`src/rtl/clock_pkg.sv`:
```
// Shared display constants and types for the clock display blocks.
// Active-low 7-segment table (bit0 = segment a), blanking values, scan FSM states.
package clock_pkg;

  localparam logic [6:0] SEG_OFF = 7'h7F;
  localparam logic [5:0] DIG_OFF = 6'h3F;

  // Index 0 is the rightmost entry; codes 10..15 light only segment g.
  localparam logic [15:0][6:0] SEG_LUT = {
    7'h3F, 7'h3F, 7'h3F, 7'h3F, 7'h3F, 7'h3F,
    7'h10, 7'h00, 7'h78, 7'h02, 7'h12, 7'h19, 7'h30, 7'h24, 7'h79, 7'h40
  };

  typedef enum logic {
    S_BLANK = 1'b0,
    S_DRIVE = 1'b1
  } scan_state_e;

  typedef struct packed {
    logic [1:0] hh;
    logic [3:0] hl;
    logic [2:0] mh;
    logic [3:0] ml;
    logic [2:0] sh;
    logic [3:0] sl;
  } hms_t;

  // Digit positions 0/1 are seconds, 2/3 minutes, 4/5 hours.
  function automatic logic [1:0] field_of(input logic [2:0] idx);
    return idx[2:1];
  endfunction

endpackage

```
`src/rtl/seg7_dec.sv`:
```
// Combinational 4-bit BCD to active-low 7-segment decoder; non-BCD codes show "-".
module seg7_dec
  import clock_pkg::*;
(
  input  logic [3:0] bcd_i,
  output logic [6:0] seg_o
);

  assign seg_o = SEG_LUT[bcd_i];

endmodule

```
`src/rtl/seg7_scan.sv`:
```
// Six-digit multiplexed 7-segment scanner with per-slot blanking, frame snapshot and field blink.
// All outputs registered: they follow the scan state one cycle later; EN low freezes the scan dark.
module seg7_scan
  import clock_pkg::*;
#(
  parameter int SCAN_DIV  = 1000,
  parameter int BLANK_CYC = 8,
  parameter int BLINK_FRM = 32
) (
  input  logic       CLK,
  input  logic       RST,
  input  logic       EN,
  input  logic [1:0] HH,
  input  logic [3:0] HL,
  input  logic [2:0] MH,
  input  logic [3:0] ML,
  input  logic [2:0] SH,
  input  logic [3:0] SL,
  input  logic [2:0] BLINK,
  output logic [6:0] SEG,
  output logic [5:0] DIG,
  output logic       DP,
  output logic       FRM
);

  localparam int CW = $clog2(SCAN_DIV);
  localparam int FW = (BLINK_FRM > 1) ? $clog2(BLINK_FRM) : 1;
  localparam logic [CW-1:0] CNT_LAST  = CW'(SCAN_DIV - 1);
  localparam logic [CW-1:0] CNT_BLANK = CW'(BLANK_CYC);
  localparam logic [FW-1:0] FRM_LAST  = FW'(BLINK_FRM - 1);

  scan_state_e   state_q, state_d;
  logic [CW-1:0] cnt_q, cnt_d;
  logic [2:0]    idx_q, idx_d;
  logic [FW-1:0] fcnt_q, fcnt_d;
  logic          blink_off_q, blink_off_d;
  logic [2:0]    blink_req_q, blink_req_d;
  hms_t          snap_q, snap_d;
  logic [6:0]    seg_q, seg_d;
  logic [5:0]    dig_q, dig_d;
  logic          dp_q, dp_d;
  logic          frm_q, frm_d;

  logic       slot_start;
  logic       frame_start;
  logic [3:0] digit;
  logic [6:0] digit_seg;
  logic       dark;

  assign slot_start  = EN && (cnt_q == '0);
  assign frame_start = slot_start && (idx_q == 3'd0);

  always_comb begin
    digit = 4'd0;
    case (idx_q)
      3'd0:    digit = snap_q.sl;
      3'd1:    digit = {1'b0, snap_q.sh};
      3'd2:    digit = snap_q.ml;
      3'd3:    digit = {1'b0, snap_q.mh};
      3'd4:    digit = snap_q.hl;
      default: digit = {2'b00, snap_q.hh};
    endcase
  end

  seg7_dec u_dec (
    .bcd_i (digit),
    .seg_o (digit_seg)
  );

  // Hours-tens leading zero, or a blinking field in its off half-period.
  assign dark = ((idx_q == 3'd5) && (snap_q.hh == 2'd0)) ||
                (blink_off_q && blink_req_q[field_of(idx_q)]);

  always_comb begin
    cnt_d       = cnt_q;
    idx_d       = idx_q;
    fcnt_d      = fcnt_q;
    blink_off_d = blink_off_q;
    blink_req_d = blink_req_q;
    snap_d      = snap_q;
    seg_d       = SEG_OFF;
    dig_d       = DIG_OFF;
    dp_d        = 1'b1;
    frm_d       = 1'b0;

    if (EN) begin
      if (cnt_q == CNT_LAST) begin
        cnt_d = '0;
        if (idx_q == 3'd5) begin
          idx_d = 3'd0;
          if (fcnt_q == FRM_LAST) begin
            fcnt_d      = '0;
            blink_off_d = ~blink_off_q;
          end else begin
            fcnt_d = fcnt_q + FW'(1);
          end
        end else begin
          idx_d = idx_q + 3'd1;
        end
      end else begin
        cnt_d = cnt_q + CW'(1);
      end

      if (slot_start) begin
        blink_req_d = BLINK;
      end
      if (frame_start) begin
        frm_d  = 1'b1;
        snap_d = '{hh: HH, hl: HL, mh: MH, ml: ML, sh: SH, sl: SL};
      end

      if (state_q == S_DRIVE) begin
        dig_d = ~(6'b000001 << idx_q);
        seg_d = dark ? SEG_OFF : digit_seg;
        dp_d  = !(!blink_off_q && ((idx_q == 3'd2) || (idx_q == 3'd4)));
      end
    end

    state_d = (cnt_d < CNT_BLANK) ? S_BLANK : S_DRIVE;
  end

  always_ff @(posedge CLK or negedge RST) begin
    if (!RST) begin
      state_q     <= S_BLANK;
      cnt_q       <= '0;
      idx_q       <= 3'd0;
      fcnt_q      <= '0;
      blink_off_q <= 1'b0;
      blink_req_q <= 3'b000;
      snap_q      <= '0;
      seg_q       <= SEG_OFF;
      dig_q       <= DIG_OFF;
      dp_q        <= 1'b1;
      frm_q       <= 1'b0;
    end else begin
      state_q     <= state_d;
      cnt_q       <= cnt_d;
      idx_q       <= idx_d;
      fcnt_q      <= fcnt_d;
      blink_off_q <= blink_off_d;
      blink_req_q <= blink_req_d;
      snap_q      <= snap_d;
      seg_q       <= seg_d;
      dig_q       <= dig_d;
      dp_q        <= dp_d;
      frm_q       <= frm_d;
    end
  end

  assign SEG = seg_q;
  assign DIG = dig_q;
  assign DP  = dp_q;
  assign FRM = frm_q;

endmodule

```
`config.mk`:
```
export PLATFORM = sky130hd
export DESIGN_NAME = seg7_scan
export DESIGN_NICKNAME = d
export VERILOG_FILES = /design/src/rtl/clock_pkg.sv /design/src/rtl/seg7_dec.sv /design/src/rtl/seg7_scan.sv
export SDC_FILE = /design/constraint.sdc
export NUM_CORES = 1
export LEC_CHECK = 0
export ABC_AREA = 1
export CAP_MARGIN = 30
export CORE_ASPECT_RATIO = 1.4
export CORE_MARGIN = 3
export CORE_UTILIZATION = 35
export DETAILED_ROUTE_END_ITERATION = 6
export GPL_ROUTABILITY_DRIVEN = 0
export HOLD_SLACK_MARGIN = 0.12
export SYNTH_ARGS = -nofsm -noshare
export SYNTH_HDL_FRONTEND = slang
export SYNTH_SLANG_ARGS = --single-unit
export TNS_END_PERCENT = 20
```
`constraint.sdc`:
```
create_clock -name CLK -period 4.32 [get_ports CLK]
set_clock_uncertainty 0.2 [all_clocks]
set_input_delay 0.864 -clock CLK [delete_from_list [all_inputs] [get_ports CLK]]
set_output_delay 0.864 -clock CLK [all_outputs]
set_load 0.02 [all_outputs]
```
==> flow_metrics.tcl, run 1 <==
set metrics [dict create \
    status "completed" \
    cap_violations 0 \
    min_path_type "flop to flop" \
    synth-edff-count 0 \
    drt-initial-drc-count 106 \
    nets 437 \
    critPathArrivalTime_ns 2.82 \
    cts_resized 0 \
    yosys_most_used_dff "dfrtp_1" \
    antenna_cells 0 \
    n_fill_cell 846 \
    clock_path_buffers 2 \
    ir_worst_vdd_uv 283 \
    tns_ns 0 \
    slew_violations 0 \
    ctsHoldBuffers 0 \
    whs_ns 0.277 \
    antenna_found_initial 0 \
    clock-root-buffer "clkbuf_16" \
    via_per_inst 4.75 \
    fmax_ghz 0.355 \
    yosysWarnings 0 \
    gr-total-overflow 0 \
    area.sequential_mm2 0.00147 \
    total_leakage_power_nw 1.90 \
    wl_per_cell_um 12.9 \
    grt_max_degree 32 \
    multiInputGateArea_mm2 0.00129 \
    rows 39 \
    cts_buffers 9 \
    initial_core_util 0.364 \
    syn_area_mm2 0.00302 \
    first_pass_iters 4 \
    area_delta_synth_final_pct 25.9 \
    end_kind "flop" \
    die_y_um 116 \
    cts.sinks 58 \
    die_w_um 84.5 \
    cellPowerDensity_mw_per_mm2 493 \
    slew_headroom 0.604 \
    worst_pin_slew_ns 0.595 \
    cts_max_level 3 \
    cp.required_ns 4.33 \
    postSynthCellCount 359 \
    wl_mm 6.58 \
    fp.dieArea_mm2 0.00980 \
    final_common_cell "nand2_1" \
    min_period_over_period 0.651 \
    path_max_fanout 12 \
    drive_gt1_frac 0.162 \
    first_global_vias 2469 \
    antenna_left 0 \
    rsz0062_at_grt "no" \
    cts_tree "done" \
    crit_slowest_cell "clkdlybuf4s50_1" \
    synth_nets 393 \
    dp_hpwl_mm 5.07 \
    io_pins 41 \
    finalHoldViolCount 0 \
    drc 0 \
    crit_chain "clkdlybuf4s50_1 -> nand3_1 -> inv_1 -> nand3_1 -> buf_4 -> nor3_2 -> nand2_1 -> xor2_1" \
    syn_area_per_cell_um2 8.42 \
    critPathTopFamily "buffers and inverters" \
    setup_viol 0 \
    min_period_ns 2.81 \
    cts_setup_buffers 0 \
    r2r_cells 13 \
    start_kind "primary input" \
    cp_common_cell "nand3_1" \
    whs_path_depth 2 \
    crit_type "primary input to flop" \
    vias 2420 \
    clk-insertion-delay-late_ns 0.33 \
    ys_seq_area_frac 0.486 \
    path_clk_slew_ns 0.05 \
    worst_path_largest_cell_delay_ns 0.61 \
    grt_pass1_wl_mm 11.2 \
    ys_ff_latch 58 \
    path_depth 8 \
    final_cell_mix "nand2_1, dfrtp_1, inv_1, clkdlybuf4s50_1, nand3_1" \
    place.port_buffers 40 \
    coreArea_mm2 0.00830 \
    synth_cell_types 36 \
    track_usage 0.148 \
    cp_num_buf_inv 3 \
    synthArstFlopShare 1.00 \
]
==> path summary, 6_finish.rpt <==
check | startpoint | slack [ns] | end
worst min-delay path | snap_q[16]$_DFFE_PN0P_ | 0.28 | snap_q[16]$_DFFE_PN0P_
max in group asynchronous | RST | 2.72 | DIG[5]$_DFF_PN1_
worst max-delay path | EN | 1.51 | blink_off_q$_DFFE_PN0P_
worst max register to register | idx_q[2]$_DFFE_PN0P_ | 1.76 | SEG[3]$_DFF_PN1_
min in group asynchronous | RST | 0.34 | snap_q[3]$_DFFE_PN0P_
worst min register to register | snap_q[16]$_DFFE_PN0P_ | 0.28 | snap_q[16]$_DFFE_PN0P_
==> synth_stat cells (4+ instances only) <==
library cell	instances	area, um2
nand2_1	130	488
ha_1	8	100
buf_6	4	45.0
nor2_1	12	45.0
nand3_2	4	40.0
dfrtp_1	44	1100
dfstp_2	14	368
o21ai_0	17	85.1
nand4_1	9	56.3
nand3_1	30	150
inv_1	40	150
nand2_2	6	37.5
inv_2	4	15.0
==> stage by stage <==
step,area (um2),util,setup WS (ns),power [mW],cells
floorplan,3020,-,2.11,0.987,359
global placement,3490,0.420,1.28,1.12,494
detailed placement,3490,0.420,1.17,1.13,494
CTS,3810,0.459,1.50,1.90,510
global route,3810,0.459,1.30,1.98,510
finish,3810,0.459,1.51,1.88,510
==> flip-flops by register name (all words and copies together) (netlist names) <==
| register | cells |
|---|---|
| DP | 1 |
| FRM | 1 |
| cnt_q | 10 |
| DIG | 6 |
| idx_q | 3 |
| snap_q | 20 |
| state_q | 1 |
| blink_req_q | 3 |
| blink_off_q | 1 |
| SEG | 7 |
| fcnt_q | 5 |
==> logic make-up (layout without fill, tap and decap cells) <==
group / after synthesis / in the layout / share of synthesized area
AOI/OAI and AO/OA: 24 / 24 / 0.0542
xor gates and xnor gates: 3 / 3 / 0.00869
and+or+nand+nor: 207 / 207 / 0.321
muxes: 3 / 3 / 0.0112
buffers and inverters: 56 / 105 / 0.0857
adders and majority gates: 8 / 8 / 0.0331
DFF: 58 / 58 / 0.486
==> layout make-up <==
cell class | count | share of cell area
inverters | 46 | 0.0464
clock buffers | 11 | 0.0638
multi-input cells | 245 | 0.340
flip-flops and latches | 58 | 0.386
well taps | 102 | 0.0335
clock inverters | 5 | 0.0204
repair buffers | 43 | 0.110
==> power breakdown <==
group / switching [mW] / internal [mW] / total (mW)
combinational: 0.260 / 0.176 / 0.436
clock: 0.241 / 0.518 / 0.759
sequential: 0.0516 / 0.630 / 0.682
total: 0.553 / 1.32 / 1.88
==> worst min-delay path: stages (launching register included) <==
cell	delay [ns]
dfrtp_1	0.34
nand2_1	0.05
nand2_1	0.05
==> layer usage <==
metal  GRT usage  routed length [um]  vias up
met5           0                   0        -
met4      0.0834                 304        0
met3      0.0427                 272       21
met2       0.268                3550       54
met1       0.152                2450     1128
li1            -                   -     1217
No activity file was read; power rests on OpenSTA's default activity.
==> run 2, diff against run 1 <==
clock period = 2.5 ns   (was 4.32 ns; I/O delays follow)
==> run 2 against run 1 <==
Largest cell class unchanged; register-to-register slack worse by 1.5 ns; critical path type is now flop to flop; sequential share of layout area down 0.73 points; cell area up 1.9%; via count up 1.2%; first-iteration DRC count up 9.4%; total power up 68%.
==> flow_metrics.tcl, run 2 (synthesized netlist as in run 1, its figures left out) <==
set metrics [dict create \
    r2r_cells 12 \
    fin_area_mm2 0.00388 \
    worstHoldStart "snap_q[11]$_DFFE_PN0P_" \
    end_kind "flop" \
    min_period_over_period 0.901 \
    r2r_slack_ns 0.25 \
    rsz0062_at_grt "no" \
    slew_violations 0 \
    clock-root-buffer "clkbuf_16" \
    place.port_buffers 40 \
    cts.sinks 58 \
    antenna_left 0 \
    startpoint "idx_q[2]$_DFFE_PN0P_" \
    antenna_found_initial 0 \
    clock_path_buffers 2 \
    cellPowerDensity_mw_per_mm2 814 \
    initial_core_util 0.364 \
    total_leakage_power_nw 1.94 \
    grt_pass1_wl_mm 11.0 \
    cp.required_ns 2.56 \
    dpl-instance-area_mm2 0.00357 \
    drive_gt1_frac 0.173 \
    final_cell_mix "nand2_1, dfrtp_1, inv_1, clkdlybuf4s50_1, nand3_1" \
    io_pins 41 \
    grtUsageMet3 0.0327 \
    cts_resized 0 \
    die_w_um 84.5 \
    dp_hpwl_mm 5.02 \
    start_kind "flop" \
    gr-total-overflow 0 \
    worst_pin_slew_ns 0.553 \
    nets 446 \
    cts_max_level 3 \
    cap_violations 0 \
    antenna_cells 0 \
    first_pass_iters 4 \
    cts_buffers 9 \
    tns_ns 0 \
    place_worst_setup_slack_ns 0.123 \
    cp_common_cell "nand2_1" \
    top_usage_layer "met2" \
    vias 2449 \
    met1_usage 0.151 \
    cp-endpoint "SEG[3]$_DFF_PN1_" \
    grt_use_met2 0.273 \
    rows 39 \
    path_depth 12 \
    final_common_cell "nand2_1" \
    n_fill_cell 812 \
    crit_type "flop to flop" \
    setup_viol 0 \
    whs_ns 0.280 \
    cts_tree "done" \
    coreArea_mm2 0.00830 \
    largest_register_ffs 20 \
    first_global_vias 2444 \
    area_delta_synth_final_pct 28.4 \
    min_path_type "flop to flop" \
    grt_max_degree 36 \
    fp.dieArea_mm2 0.00980 \
    crit_chain "inv_4 -> ha_1 -> nand2_1 -> nand2_1 -> nor2_1 -> nand2_1 -> nand2_1 -> ha_1 -> or2_0 -> nand2_1 -> nand2_1 -> nand2_1" \
    via_per_inst 4.72 \
    cp_num_buf_inv 1 \
    wl_mm 6.50 \
    wl_per_cell_um 12.5 \
    ir_worst_vdd_uv 464 \
    r2r-start "idx_q[2]$_DFFE_PN0P_" \
    path_max_fanout 14 \
    drt-initial-drc-count 116 \
    die_y_um 116 \
    slew_headroom 0.632 \
    drc 0 \
    status "completed" \
    path_clk_slew_ns 0.05 \
    worst_path_largest_cell_delay_ns 0.40 \
    fmax_ghz 0.444 \
    setup_slack_ns 0.248 \
    critPathArrivalTime_ns 2.31 \
    critPathTopFamily "simple AND/OR/NAND/NOR gates" \
    track_usage 0.142 \
    crit_slowest_cell "dfrtp_1" \
    clk-insertion-delay-late_ns 0.32 \
    finalHoldViolCount 0 \
    reg2reg_to "SEG[3]$_DFF_PN1_" \
    largest-register "snap_q" \
    min_period_ns 2.25 \
]
## run 2: cell types whose count changed in the layout (fill, tap and decap cells not counted), sizes merged
| cell | before | now |
|---|---|---|
| buf | 4 | 12 |
| clkbuf | 11 | 14 |
| bufinv | 2 | 1 |
| clkinv | 3 | 2 |
| clkinvlp | 1 | 0 |
| dlygate4sd3 | 0 | 1 |
## run 2: worst register-to-register path: stages (launching register included)
cell and delay (ns):
dfrtp_1 0.40, inv_4 0.15, ha_1 0.34, nand2_1 0.09, nand2_1 0.10, nor2_1 0.06
nand2_1 0.05, nand2_1 0.11, ha_1 0.31, or2_0 0.23, nand2_1 0.07, nand2_1 0.04
nand2_1 0.05
## run 2: worst min path at each step
stage | depth (start not counted) | end | slack (ns)
4_1_cts | 2 | snap_q[11]$_DFFE_PN0P_ | 0.28
6_report | 2 | snap_q[11]$_DFFE_PN0P_ | 0.28
5_1_grt | 2 | snap_q[13]$_DFFE_PN0P_ | 0.31
3_5_place_dp | 2 | snap_q[11]$_DFFE_PN0P_ | 0.27
2_1_floorplan | 0 | FRM$_DFF_PN0_ | 0.004
3_3_place_gp | 2 | snap_q[16]$_DFFE_PN0P_ | 0.26
## run 2: timing repair
item / 4_1_cts / 5_1_grt
hold buffers: 1 / 0
buffers inserted: 0 / 0
endpoints found under the hold margin: 10 / 0
## run 2: report_power, final
part	internal, mW	switching, mW	total [mW]
sequential	1.09	0.0773	1.17
clock	0.823	0.389	1.21
combinational	0.322	0.456	0.778
total	2.23	0.923	3.16
## run 2: per-stage QoR
stage | util | total power, mW | instances
final | 0.468 | 3.16 | 519
after global routing | 0.468 | 3.34 | 519
after CTS | 0.468 | 3.19 | 519
after detailed placement | 0.430 | 1.96 | 502
after global placement | 0.430 | 1.95 | 502
after floorplan | - | 1.71 | 359
## run 2: final cells by class
cell class	instances	area [um2]	share of cell area
sequential	58	1470	0.379
inverter	46	176	0.0455
timing repair buffer	52	513	0.132
multi-input combinational	245	1290	0.334
clock inverter	2	35.0	0.00903
tap	102	128	0.0329
clock buffer	14	264	0.0680
## run 2: routing by layer
| layer | part of all wire | routed length [um] |
|---|---|---|
| met5 | 0 | 0 |
| met4 | 0.021 | 136 |
| met3 | 0.031 | 201 |
| met2 | 0.56 | 3660 |
| met1 | 0.38 | 2500 |
